$ cat src/rtl/note_tx_pkg.sv
// Shared types and constants for the note event SPI return path.
// Build option: define NOTE_TX_CRC_EN to append a CRC-8 byte to each frame.
package note_tx_pkg;

  localparam int EVT_NOTE_W = 8;
  localparam int EVT_DUR_W  = 4;
  localparam int SEQ_W      = 2;

`ifdef NOTE_TX_CRC_EN
  localparam int FRAME_BITS = 24;
`else
  localparam int FRAME_BITS = 16;
`endif

  localparam logic [7:0] CRC8_POLY = 8'h07;

  typedef struct packed {
    logic [EVT_NOTE_W-1:0] note;
    logic [EVT_DUR_W-1:0]  dur;
    logic [SEQ_W-1:0]      seq;
  } note_evt_t;

  typedef enum logic [1:0] {
    IDLE,
    LOAD,
    SHIFT,
    DONE
  } tx_state_t;

`ifdef NOTE_TX_CRC_EN
  // MSB-first CRC-8, init 0, no reflection.
  function automatic logic [7:0] crc8(input logic [15:0] d);
    logic [7:0] c;
    c = '0;
    for (int i = 15; i >= 0; i--) begin
      if (c[7] ^ d[i])
        c = {c[6:0], 1'b0} ^ CRC8_POLY;
      else
        c = {c[6:0], 1'b0};
    end
    return c;
  endfunction
`endif

endpackage

$ cat src/rtl/note_evt_fifo.sv
// Synchronous event FIFO; a pop frees a slot for a push in the same cycle.
// Depth must be a power of two, at least 2.
module note_evt_fifo #(
  parameter int DEPTH = 8,
  parameter int W     = 14
) (
  input  logic                   clk,
  input  logic                   rst,
  input  logic                   push,
  input  logic [W-1:0]           din,
  input  logic                   pop,
  output logic [W-1:0]           dout,
  output logic                   full,
  output logic                   empty,
  output logic [$clog2(DEPTH):0] count
);

  localparam int AW = $clog2(DEPTH);

  logic [W-1:0]  mem [DEPTH];
  logic [AW-1:0] wr_ptr;
  logic [AW-1:0] rd_ptr;
  logic          push_ok;
  logic          pop_ok;

  assign full    = (count == (AW+1)'(DEPTH));
  assign empty   = (count == '0);
  assign pop_ok  = pop & ~empty;
  assign push_ok = push & (~full | pop_ok);
  assign dout    = mem[rd_ptr];

  always_ff @(posedge clk) begin
    if (push_ok)
      mem[wr_ptr] <= din;
  end

  always_ff @(posedge clk) begin
    if (rst) begin
      wr_ptr <= '0;
      rd_ptr <= '0;
      count  <= '0;
    end else begin
      if (push_ok)
        wr_ptr <= wr_ptr + 1'b1;
      if (pop_ok)
        rd_ptr <= rd_ptr + 1'b1;
      unique case ({push_ok, pop_ok})
        2'b10:   count <= count + 1'b1;
        2'b01:   count <= count - 1'b1;
        default: count <= count;
      endcase
    end
  end

endmodule

$ cat src/rtl/note_spi_tx.sv
// SPI-slave return path: queues note events and sends one per CS frame.
// Build option: NOTE_TX_CRC_EN adds a CRC-8 third byte (24-bit frame).
module note_spi_tx
  import note_tx_pkg::*;
#(
  parameter int FIFO_DEPTH  = 8,
  parameter int NOTE_W      = 8,
  parameter int DUR_W       = 4,
  parameter int SYNC_STAGES = 2
) (
  input  logic                        clk_in,
  input  logic                        reset,
  input  logic                        new_note,
  input  logic [NOTE_W-1:0]           note,
  input  logic [DUR_W-1:0]            note_dur,
  input  logic                        sck,
  input  logic                        spi_cs_n,
  output logic                        sdo,
  output logic                        note_rdy,
  output logic [$clog2(FIFO_DEPTH):0] fifo_count,
  output logic                        overflow
);

  localparam int CW = $clog2(FRAME_BITS + 1);
  localparam int EW = $bits(note_evt_t);
  localparam int BW = EVT_NOTE_W + EVT_DUR_W + SEQ_W + 2;

  logic [SYNC_STAGES-1:0] sck_sync;
  logic [SYNC_STAGES-1:0] cs_sync;
  logic                   sck_d;
  logic                   cs_d;
  logic                   sck_s;
  logic                   cs_s;
  logic                   sck_rise;
  logic                   sck_fall;
  logic                   cs_rise;
  logic                   cs_fall;

  tx_state_t              state;
  logic [FRAME_BITS-2:0]  sr;
  logic [CW-1:0]          bitcnt;
  logic                   sent_valid;
  logic                   sent_ovf;
  logic [SEQ_W-1:0]       seq;

  note_evt_t              evt_in;
  note_evt_t              head;
  logic [EW-1:0]          head_raw;
  logic                   fifo_full;
  logic                   fifo_empty;
  logic                   pop;
  logic                   drop;
  logic [BW-1:0]          base_word;
  logic [FRAME_BITS-1:0]  frame_word;

  // Chains reset low so a CS already asserted at release never looks like a fall.
  always_ff @(posedge clk_in) begin
    if (reset) begin
      sck_sync <= '0;
      cs_sync  <= '0;
      sck_d    <= 1'b0;
      cs_d     <= 1'b0;
    end else begin
      sck_sync <= {sck_sync[SYNC_STAGES-2:0], sck};
      cs_sync  <= {cs_sync[SYNC_STAGES-2:0], spi_cs_n};
      sck_d    <= sck_s;
      cs_d     <= cs_s;
    end
  end

  assign sck_s    = sck_sync[SYNC_STAGES-1];
  assign cs_s     = cs_sync[SYNC_STAGES-1];
  assign sck_rise = sck_s & ~sck_d;
  assign sck_fall = ~sck_s & sck_d;
  assign cs_rise  = cs_s & ~cs_d;
  assign cs_fall  = ~cs_s & cs_d;

  assign evt_in = '{note: note, dur: note_dur, seq: seq};
  assign head   = note_evt_t'(head_raw);
  assign pop    = (state == DONE) & cs_rise & sent_valid;
  assign drop   = new_note & fifo_full & ~pop;

  note_evt_fifo #(
    .DEPTH (FIFO_DEPTH),
    .W     (EW)
  ) u_fifo (
    .clk   (clk_in),
    .rst   (reset),
    .push  (new_note),
    .din   (evt_in),
    .pop   (pop),
    .dout  (head_raw),
    .full  (fifo_full),
    .empty (fifo_empty),
    .count (fifo_count)
  );

  always_comb begin
    base_word = '0;
    if (!fifo_empty)
      base_word = {head.note, 1'b1, overflow, head.seq, head.dur};
  end

`ifdef NOTE_TX_CRC_EN
  assign frame_word = {base_word, crc8(base_word)};
`else
  assign frame_word = base_word;
`endif

  always_ff @(posedge clk_in) begin
    if (reset) begin
      state      <= IDLE;
      sr         <= '0;
      sdo        <= 1'b0;
      bitcnt     <= '0;
      sent_valid <= 1'b0;
      sent_ovf   <= 1'b0;
    end else begin
      unique case (state)
        IDLE: begin
          sdo <= 1'b0;
          if (cs_fall)
            state <= LOAD;
        end
        LOAD: begin
          sr         <= frame_word[FRAME_BITS-2:0];
          sdo        <= frame_word[FRAME_BITS-1];
          bitcnt     <= '0;
          sent_valid <= ~fifo_empty;
          sent_ovf   <= overflow & ~fifo_empty;
          state      <= cs_rise ? IDLE : SHIFT;
        end
        SHIFT: begin
          if (cs_rise) begin
            sdo   <= 1'b0;
            state <= IDLE;
          end else if (bitcnt == CW'(FRAME_BITS)) begin
            sdo   <= 1'b0;
            state <= DONE;
          end else begin
            if (sck_rise)
              bitcnt <= bitcnt + 1'b1;
            if (sck_fall) begin
              sdo <= sr[FRAME_BITS-2];
              sr  <= {sr[FRAME_BITS-3:0], 1'b0};
            end
          end
        end
        DONE: begin
          sdo <= 1'b0;
          if (cs_rise)
            state <= IDLE;
        end
        default: state <= IDLE;
      endcase
    end
  end

  // A drop in the clearing cycle wins, so no overflow goes unreported.
  always_ff @(posedge clk_in) begin
    if (reset) begin
      seq      <= '0;
      overflow <= 1'b0;
      note_rdy <= 1'b0;
    end else begin
      if (new_note & ~drop)
        seq <= seq + 1'b1;
      if (drop)
        overflow <= 1'b1;
      else if (pop & sent_ovf)
        overflow <= 1'b0;
      note_rdy <= (fifo_count != '0);
    end
  end

endmodule

$ cat config.mk
export PLATFORM = sky130hd
export DESIGN_NAME = note_spi_tx
export DESIGN_NICKNAME = d
export VERILOG_FILES = /design/src/rtl/note_tx_pkg.sv /design/src/rtl/note_evt_fifo.sv /design/src/rtl/note_spi_tx.sv
export SDC_FILE = /design/constraint.sdc
export NUM_CORES = 1
export LEC_CHECK = 0
export ABC_AREA = 0
export CAP_MARGIN = 20
export CORE_MARGIN = 3
export CORE_UTILIZATION = 55
export CTS_CLUSTER_DIAMETER = 60
export DETAILED_ROUTE_END_ITERATION = 12
export PLACE_DENSITY = 0.76
export SLEW_MARGIN = 10
export SYNTH_ARGS = -nofsm -noshare
export SYNTH_HDL_FRONTEND = slang
export SYNTH_HIERARCHICAL = 1
export SYNTH_SLANG_ARGS = --single-unit
$ cat constraint.sdc
create_clock -name clk_in -period 3.2 [get_ports clk_in]
set_input_delay 0.96 -clock clk_in [delete_from_list [all_inputs] [get_ports clk_in]]
set_output_delay 0.96 -clock clk_in [all_outputs]
set_load 0.01 [all_outputs]
==> metrics.txt, run 1 <==
final net count=491; Post-synth EDFFs=112; critical path capture point type=flip-flop; DR vias=3681; yosys synthesis warning count=6; area leader, netlist=edfxtp_1; CP endpoint=u_fifo/count[3]$_SDFFE_PP0P_; DRC viols=0; cell count after synthesis=429; fillers=801; RSZ-0062 raised after global routing=no; Reg power frac=50.9%; ys async rst share=0%; setup violators final=0; Inserted Clock Buffers=17; worst path cell trace=nor2b_2, nand4_1, inv_1, o21ai_2, or2_2, inv_1, ha_1, a21oi_1, nand2_1, or3_1, nand4_1; CTS H-tree lvls=4; num rows=39; Cell Area, Synth=0.00667 mm^2; Detail Route Antenna Nets=0; worst-skew pair later-pin latency=0.43 ns; share of post-route cells with drive strength above 1=18.3%; Cell variety after synth=51; Hold Buf Count CTS=0; instance area after placement=0.00710 mm^2; Initial Util=57.4%; dpl cells=591; commonest cells after routing, fill and taps aside=edfxtp_1, dfxtp_1, nor2_1, mux4_1, a21oi_1; initial antenna violation count=0; core footprint=0.0116 mm^2; Tcrit/Tclk final=89.9%; WL per Instance=19.3 um; Area Growth Syn to Fin=15.0%; origin of the worst setup path=cs_sync[1]$_SDFF_PP0_; Primary FF master, synth=edfxtp_1; post_cts resized=0; register area share after synthesis=64.8%; Slew Limit Fails=0; Worst Path Max Fanout=9; depth of the worst register-to-register path=11; Port Buf Inserts=23; Sink Count=160; Clock power frac=42.8%; RePlAce Congestion=0.829; syn_nets=453; Synth area leaders=edfxtp_1, dfxtp_1, mux4_1; Hold Crit Depth=1; CTS tree=done; P_leak=2.62 nW; most common cell after layout, fill and taps aside=edfxtp_1; worst-margin pin slew=0.839 ns; Worst path depth=11; total routed wirelength=12.0 mm; vias in the first global route=3661; first-pass GRT wire length=19.6 mm; final hold violations=0; WP buf/inv=2; WP data arrival=3.23 ns; type of the worst setup path=reg -> reg; crit path time final=2.88 ns; post-layout instance count excluding filler cells=623; max incr delay on CP=0.38 ns; CP top delay family=simple AND/OR/NAND/NOR gates; Util after Layout=66.1%; hpwl dp=7.45 mm; worst-path cell with the longest stage delay=or3_1; clk_skew=0.0132 ns; combinational share of power=6.3%; crit path launch type=flip-flop; Sw Share=22.9%; CP Data Required Time=3.55 ns; r2r setup slk=0.32 ns; postcts setup bufs=0; die area=0.0135 mm^2; TritonRoute pass-1 iters=5; Pwr Density=590 mW/mm^2; IR drop worst, VDD=0.568 mV; Worst-path clk slew=0.06 ns; Final TNS setup=0 ns; root buffer cell=clkbuf_16; CTS Buffer Depth=2; total grt overflow=0; Fmax=348 MHz; hold crit path type=reg -> reg; Cell Int Power=3.49 mW; switching power=1.04 mW; GR Util All Layers=19.9%; Yosys reg bits=160; worst r2r src=cs_sync[1]$_SDFF_PP0_; Die W=116 um; outcome=finished clean; number of placed I/O pins=24; Worst slew margin=44.0%; fin area=0.00767 mm^2; DRT iter0 DRCs=248; RR Endpoint=u_fifo/count[3]$_SDFFE_PP0P_; diode count=0; largest net degree at the start of global routing=33; top cell type's share of synthesized area=50.4%; maxcap violations=0; post-DR vias/cell=5.91; die height=116 um; synthesized area per cell=15.6 um^2
flip-flops by register name, indices dropped and copies added, names as in the netlist, 3 cells and up, named ones only:
| name | flops |
|---|---|
| u_fifo/wr_ptr | 3 |
| sr | 15 |
| u_fifo/mem | 112 |
| u_fifo/rd_ptr | 3 |
| bitcnt | 5 |
| u_fifo/count | 4 |
power groups by stage:
stage          Clock [mW]  Sequential [mW]  Combinational (mW)
2_1_floorplan           0             2.34               0.182
3_5_place_dp            0             2.35               0.287
4_1_cts              1.98             2.30               0.289
3_3_place_gp            0             2.35               0.278
6_report             1.94             2.30               0.287
5_1_grt              2.08             2.31               0.317
worst register-to-register path, stage by stage, from the launching register on:
cell     delay [ns]
dfxtp_1        0.36
nor2b_2        0.30
nand4_1        0.28
inv_1          0.29
o21ai_2        0.13
or2_2          0.31
inv_1          0.08
ha_1           0.26
a21oi_1        0.18
nand2_1        0.13
or3_1          0.38
nand4_1        0.12
cell families (layout without fill, tap and decap cells):
family	Yosys count	after routing	share of synthesized area (%)
flip-flops	160	160	64.8
AND/OR/NAND/NOR	110	110	8.80
AO/OA/AOI/OAI	59	59	6.86
buffers and inverters	36	87	2.68
XOR/XNOR	6	6	0.788
adder cells (fa/ha/maj)	7	7	1.43
multiplexers	51	51	14.6
synth_stat cells, drive strengths merged (2+ instances only):
library cell / number
xor2: 3
nor3b: 4
and2: 2
mux4: 28
or2: 2
nand2: 6
xnor2: 3
nor2: 41
inv: 13
o21ai: 5
a21oi: 23
ha: 6
buf: 15
mux2i: 6
o211ai: 4
and3: 10
mux2: 17
or3: 5
nor2b: 11
nand2b: 8
dfxtp: 48
a211oi: 17
o311a: 2
nand3: 4
nor3: 5
edfxtp: 112
clkbuf: 8
nand4: 6
final cells by class:
class	instances	area [um^2]	share of cell area (%)
clock buffer	17	425	5.54
clock inverter	15	149	1.94
inverter	13	48.8	0.636
multi-input combinational	233	2180	28.4
sequential	160	4320	56.3
tap	143	179	2.33
timing repair buffer	42	368	4.79
per-stage QoR:
stage	power, mW	setup WS (ns)	hold slack, ns
2_1_floorplan	2.53	0.114	0.414
3_3_place_gp	2.62	0.411	0.420
3_5_place_dp	2.64	0.305	0.440
4_1_cts	4.57	0.209	0.453
5_1_grt	4.71	0.157	0.462
6_report	4.53	0.323	0.447
how the worst min path moves through the flow:
stage                                 startpoint                      to
after floorplan            cs_sync[0]$_SDFF_PP0_   cs_sync[1]$_SDFF_PP0_
after global placement    sck_sync[0]$_SDFF_PP0_  sck_sync[1]$_SDFF_PP0_
after detailed placement  sck_sync[0]$_SDFF_PP0_  sck_sync[1]$_SDFF_PP0_
after CTS                 sck_sync[0]$_SDFF_PP0_  sck_sync[1]$_SDFF_PP0_
after global routing      sck_sync[0]$_SDFF_PP0_  sck_sync[1]$_SDFF_PP0_
final                     sck_sync[0]$_SDFF_PP0_  sck_sync[1]$_SDFF_PP0_
layer usage:
| layer | global-route usage (%) | up-vias | share of wire (%) |
|---|---|---|---|
| li1 | - | 1750 | - |
| met1 | 25.5 | 1808 | 41 |
| met2 | 33.0 | 109 | 52 |
| met3 | 5.91 | 14 | 6.5 |
| met4 | 6.34 | 0 | 1.0 |
| met5 | 0 | - | 0 |
(Power assumes the default switching activity.)
==> run 2: changes to the inputs <==
DONT_BUFFER_PORTS = 1   (was default)
PLACE_DENSITY = 0.73   (was 0.76)
==> run 2 against run 1 <==
  * Clock skew fell by 0.0077 ns
  * Sequential share of layout area grew 1.9 points
  * Global-route usage fell by 0.78 points
  * Sequential cell count did not move
==> metrics.txt, run 2 (synthesis gave the netlist of run 1 again) <==
number of placed I/O pins=24; worst-path cell with the longest stage delay=nor2b_1; Tcrit/Tclk final=92.7%; Worst-path clk slew=0.06 ns; total grt overflow=0; largest net degree at the start of global routing=50; diode count=0; commonest cells after routing, fill and taps aside=edfxtp_1, dfxtp_1, nor2_1, mux4_1, a21oi_1; DRC viols=0; max incr delay on CP=0.39 ns; most common cell after layout, fill and taps aside=edfxtp_1; IR drop worst, VDD=0.466 mV; setup violators final=0; final net count=467; metal3 WL=513 um; Metal-1 WL=5.18 mm; Area Growth Syn to Fin=11.3%; initial antenna violation count=0; worst-skew pair later-pin latency=0.42 ns; fin area=0.00743 mm^2; DR vias=3581; first-pass GRT wire length=18.9 mm; worst slack, placed=0.369 ns; crit path launch type=flip-flop; biggest regs=u_fifo/mem (112), sr (15), bitcnt (5); maxcap violations=0; RSZ-0062 raised after global routing=no; Sink Count=160; share of post-route cells with drive strength above 1=18.0%; Pwr Density=601 mW/mm^2; Detail Route Antenna Nets=0; final hold violations=0; instance area after placement=0.00687 mm^2; CP top delay family=simple AND/OR/NAND/NOR gates; outcome=finished clean; type of the worst setup path=reg -> reg; Fmax=337 MHz; slack of the critical path=0.234 ns; CTS H-tree lvls=4; Slew Limit Fails=0; DRT iter0 DRCs=318; met2 wire length=5.84 mm; Cell Int Power=3.51 mW; GR Util All Layers=19.1%; Power Total=4.46 mW; Initial Util=57.4%; Die W=116 um; combinational share of power=4.9%; number of flip-flops in the largest register=112; Sw Share=21.3%; WL per Instance=19.6 um; root buffer cell=clkbuf_16; total routed wirelength=11.7 mm; post_cts resized=0; num rows=39; CTS tree=done; vias in the first global route=3537; Hold Buf Count CTS=0; Util after Layout=64.0%; hold crit path type=reg -> reg; die area=0.0135 mm^2; WP data arrival=3.32 ns; dpl cells=567; Largest Register=u_fifo/mem; hpwl dp=7.34 mm; switching power=0.953 mW; worst path cell trace=nor2b_1, nand4_1, inv_1, o21ai_2, or2_2, inv_1, ha_1, a21oi_1, nand2_1, or3_1, nand4_1; Final TNS setup=0 ns; crit path time final=2.97 ns; Clock power frac=43.3%; Inserted Clock Buffers=17; Worst Path Max Fanout=9; hold_ws=0.448 ns; worst-margin pin slew=0.786 ns; Reg power frac=51.8%; P_leak=2.53 nW; clk_skew=0.00551 ns; Port Buf Inserts=0; post-layout instance count excluding filler cells=598; Worst slew margin=47.6%; core footprint=0.0116 mm^2; RePlAce Congestion=0.766; CP Data Required Time=3.55 ns; die height=116 um; critical path capture point type=flip-flop; post-DR vias/cell=5.99; postcts setup bufs=0; TritonRoute pass-1 iters=4; WP buf/inv=2; top sig layer=met4; CTS Buffer Depth=2
run 2: power by group through the flow:
stage	Combinational (mW)	Clock, mW	Sequential (mW)
after global routing	0.247	2.06	2.32
after global placement	0.214	0	2.35
after detailed placement	0.220	0	2.36
final	0.220	1.93	2.31
after floorplan	0.182	0	2.34
after CTS	0.222	1.98	2.31
run 2: final timing paths:
kind,start,to,slack [ns],cells after the start
worst min register to register,sck_sync[0]$_SDFF_PP0_,sck_sync[1]$_SDFF_PP0_,0.45,1
worst max-delay path,cs_sync[1]$_SDFF_PP0_,u_fifo/count[3]$_SDFFE_PP0P_,0.23,11
worst min-delay path,sck_sync[0]$_SDFF_PP0_,sck_sync[1]$_SDFF_PP0_,0.45,1
worst max register to register,cs_sync[1]$_SDFF_PP0_,u_fifo/count[3]$_SDFFE_PP0P_,0.23,11
run 2: routing by layer:
layer / vias up / GRT usage [%]
met5: - / 0
met4: 0 / 7.81
met3: 16 / 6.06
met2: 78 / 29.6
met1: 1788 / 25.4
li1: 1699 / -
run 2: final cells by class:
| class | count | area, um^2 |
|---|---|---|
| Clock buffer | 17 | 425 |
| Fill cell | 801 | 4190 |
| Inverter | 13 | 48.8 |
| Clock inverter | 14 | 138 |
| Multi-Input combinational cell | 233 | 2180 |
| Sequential cell | 160 | 4320 |
| Timing Repair Buffer | 18 | 135 |
| Tap cell | 143 | 179 |
==> run 3: changes to the inputs <==
--- a/config.mk
+++ b/config.mk
@@ -12,6 +12,5 @@
 export CTS_CLUSTER_DIAMETER = 60
 export DETAILED_ROUTE_END_ITERATION = 12
-export DONT_BUFFER_PORTS = 1
-export PLACE_DENSITY = 0.73
+export PLACE_DENSITY = 0.76
 export SLEW_MARGIN = 10
 export SYNTH_ARGS = -nofsm -noshare
==> constraint.sdc (replaced) <==
create_clock -name clk_in -period 3.2 [get_ports clk_in]
set_input_delay 0.32 -clock clk_in [delete_from_list [all_inputs] [get_ports clk_in]]
set_output_delay 0.32 -clock clk_in [all_outputs]
set_load 0.01 [all_outputs]
==> run 3 against run 2 <==
  * Utilization rose by 2.1 points
  * Sequential power hardly changed
  * Register-to-register slack gained 0.13 ns
  * Sequential cell count is the same
  * Die area unchanged
  * Sequential share of layout area shrank 1.8 points
  * Hold slack worse by 0.014 ns
==> metrics.txt, run 3 (synthesis gave the netlist of run 1 again) <==
outcome=finished clean; IR drop worst, VDD=0.550 mV; WL per Instance=18.4 um; dpl cells=589; P_leak=2.60 nW; vias in the first global route=3615; final net count=489; biggest regs=u_fifo/mem (112), sr (15), bitcnt (5); initial antenna violation count=0; post_cts resized=0; top sig layer=met4; RePlAce Congestion=0.755; Sw Share=21.7%; fillers=807; total routed wirelength=11.5 mm; CP Data Required Time=3.55 ns; final hold violations=0; maxcap violations=0; largest net degree at the start of global routing=50; worst slack, placed=0.386 ns; Port Buf Inserts=23; Cell Int Power=3.55 mW; Die W=116 um; combinational share of power=6.2%; die height=116 um; WP data arrival=3.19 ns; Detail Route Antenna Nets=0; Pwr Density=592 mW/mm^2; root buffer cell=clkbuf_16; share of post-route cells with drive strength above 1=17.8%; Hold Buf Count CTS=0; WP buf/inv=2; metal3 WL=377 um; TritonRoute pass-1 iters=5; Area Growth Syn to Fin=14.9%; clk_skew=0.00629 ns; Sink Count=160; Worst-path clk slew=0.06 ns; depth of the worst register-to-register path=11; GR Util All Layers=18.9%; area of the multi-input gates=0.00218 mm^2; Clock power frac=43.0%; post-layout instance count excluding filler cells=621; CTS H-tree lvls=4; Util after Layout=66.0%; Final TNS setup=0 ns; Worst path depth=11; Worst Path Max Fanout=9; CTS tree=done; die area=0.0135 mm^2; Initial Util=57.4%; post-DR vias/cell=5.86; setup violators final=0; Reg power frac=50.7%; core footprint=0.0116 mm^2; Power Total=4.54 mW; hold crit path type=reg -> reg; met2 wire length=5.98 mm; hpwl dp=7.31 mm; DR vias=3636; critical path capture point type=flip-flop; number of flip-flops in the largest register=112; commonest cells after routing, fill and taps aside=edfxtp_1, dfxtp_1, nor2_1, mux4_1, a21oi_1; DRC viols=0; total grt overflow=0; Hold Crit Depth=1; Register Area=0.00432 mm^2; first-pass GRT wire length=18.8 mm; num rows=39; Worst slew margin=39.1%; Metal-1 WL=4.94 mm; number of placed I/O pins=24; Tcrit/Tclk final=88.5%; Largest Register=u_fifo/mem; Inserted Clock Buffers=17; RSZ-0062 raised after global routing=no; max incr delay on CP=0.37 ns; worst-skew pair later-pin latency=0.42 ns; slack of the critical path=0.369 ns; crit path launch type=flip-flop; Fmax=353 MHz; CTS Buffer Depth=2; worst path cell trace=nor2b_1, nand4_1, inv_1, o21ai_2, or2_2, inv_1, ha_1, a21oi_1, nand2_1, or3_1, nand4_1; CP top delay family=simple AND/OR/NAND/NOR gates; type of the worst setup path=reg -> reg; postcts setup bufs=0; DRT iter0 DRCs=266; crit path time final=2.83 ns; worst-margin pin slew=0.913 ns; diode count=0; worst-path cell with the longest stage delay=nor2b_1; switching power=0.987 mW; most common cell after layout, fill and taps aside=edfxtp_1; Slew Limit Fails=0
-- run 3: changes by cell type in the layout (fill, tap and decap cells not counted), sizes merged --
cell	before	now
clkinvlp	0	4
clkinv	7	4
clkdlybuf4s50	0	22
-- run 3: layout make-up --
class | count | area share (%)
clock inverter | 15 | 2.07
clock buffer | 17 | 5.55
tap | 143 | 2.33
sequential | 160 | 56.4
inverter | 13 | 0.636
multi-input combinational | 233 | 28.4
timing repair buffer | 40 | 4.60
-- run 3: through the flow --
step / area [um^2] / hold WS (ns)
4_1_cts: 7670 / 0.439
3_5_place_dp: 7080 / 0.422
3_3_place_gp: 7080 / 0.422
2_1_floorplan: 6670 / 0.414
6_report: 7670 / 0.434
5_1_grt: 7670 / 0.460
-- run 3: routing by layer --
layer  vias up  global-route usage, %
met5         -                      0
met4         0                   6.81
met3        16                   4.25
met2        58                   31.4
met1      1818                   24.8
li1       1744                      -
-- run 3: worst reg2reg max path, stage by stage, from the launching register on --
cell and delay (ns):
dfxtp_1 0.35, nor2b_1 0.37, nand4_1 0.25, inv_1 0.29
o21ai_2 0.13, or2_2 0.31, inv_1 0.08, ha_1 0.26
a21oi_1 0.16, nand2_1 0.11, or3_1 0.35, nand4_1 0.10
-- run 3: final timing paths --
| check | from | end | slack, ns |
|---|---|---|---|
| worst max-delay path | cs_sync[1]$_SDFF_PP0_ | u_fifo/count[3]$_SDFFE_PP0P_ | 0.37 |
| worst min register to register | sck_sync[0]$_SDFF_PP0_ | sck_sync[1]$_SDFF_PP0_ | 0.43 |
| worst max register to register | cs_sync[1]$_SDFF_PP0_ | u_fifo/count[3]$_SDFFE_PP0P_ | 0.37 |
| worst min-delay path | sck_sync[0]$_SDFF_PP0_ | sck_sync[1]$_SDFF_PP0_ | 0.43 |
-- run 3: power groups by stage --
stage | combinational [mW] | clock (mW) | sequential (mW)
floorplan | 0.182 | 0 | 2.34
global placement | 0.277 | 0 | 2.35
detailed placement | 0.283 | 0 | 2.35
CTS | 0.286 | 1.99 | 2.31
global route | 0.316 | 2.08 | 2.31
finish | 0.283 | 1.95 | 2.30
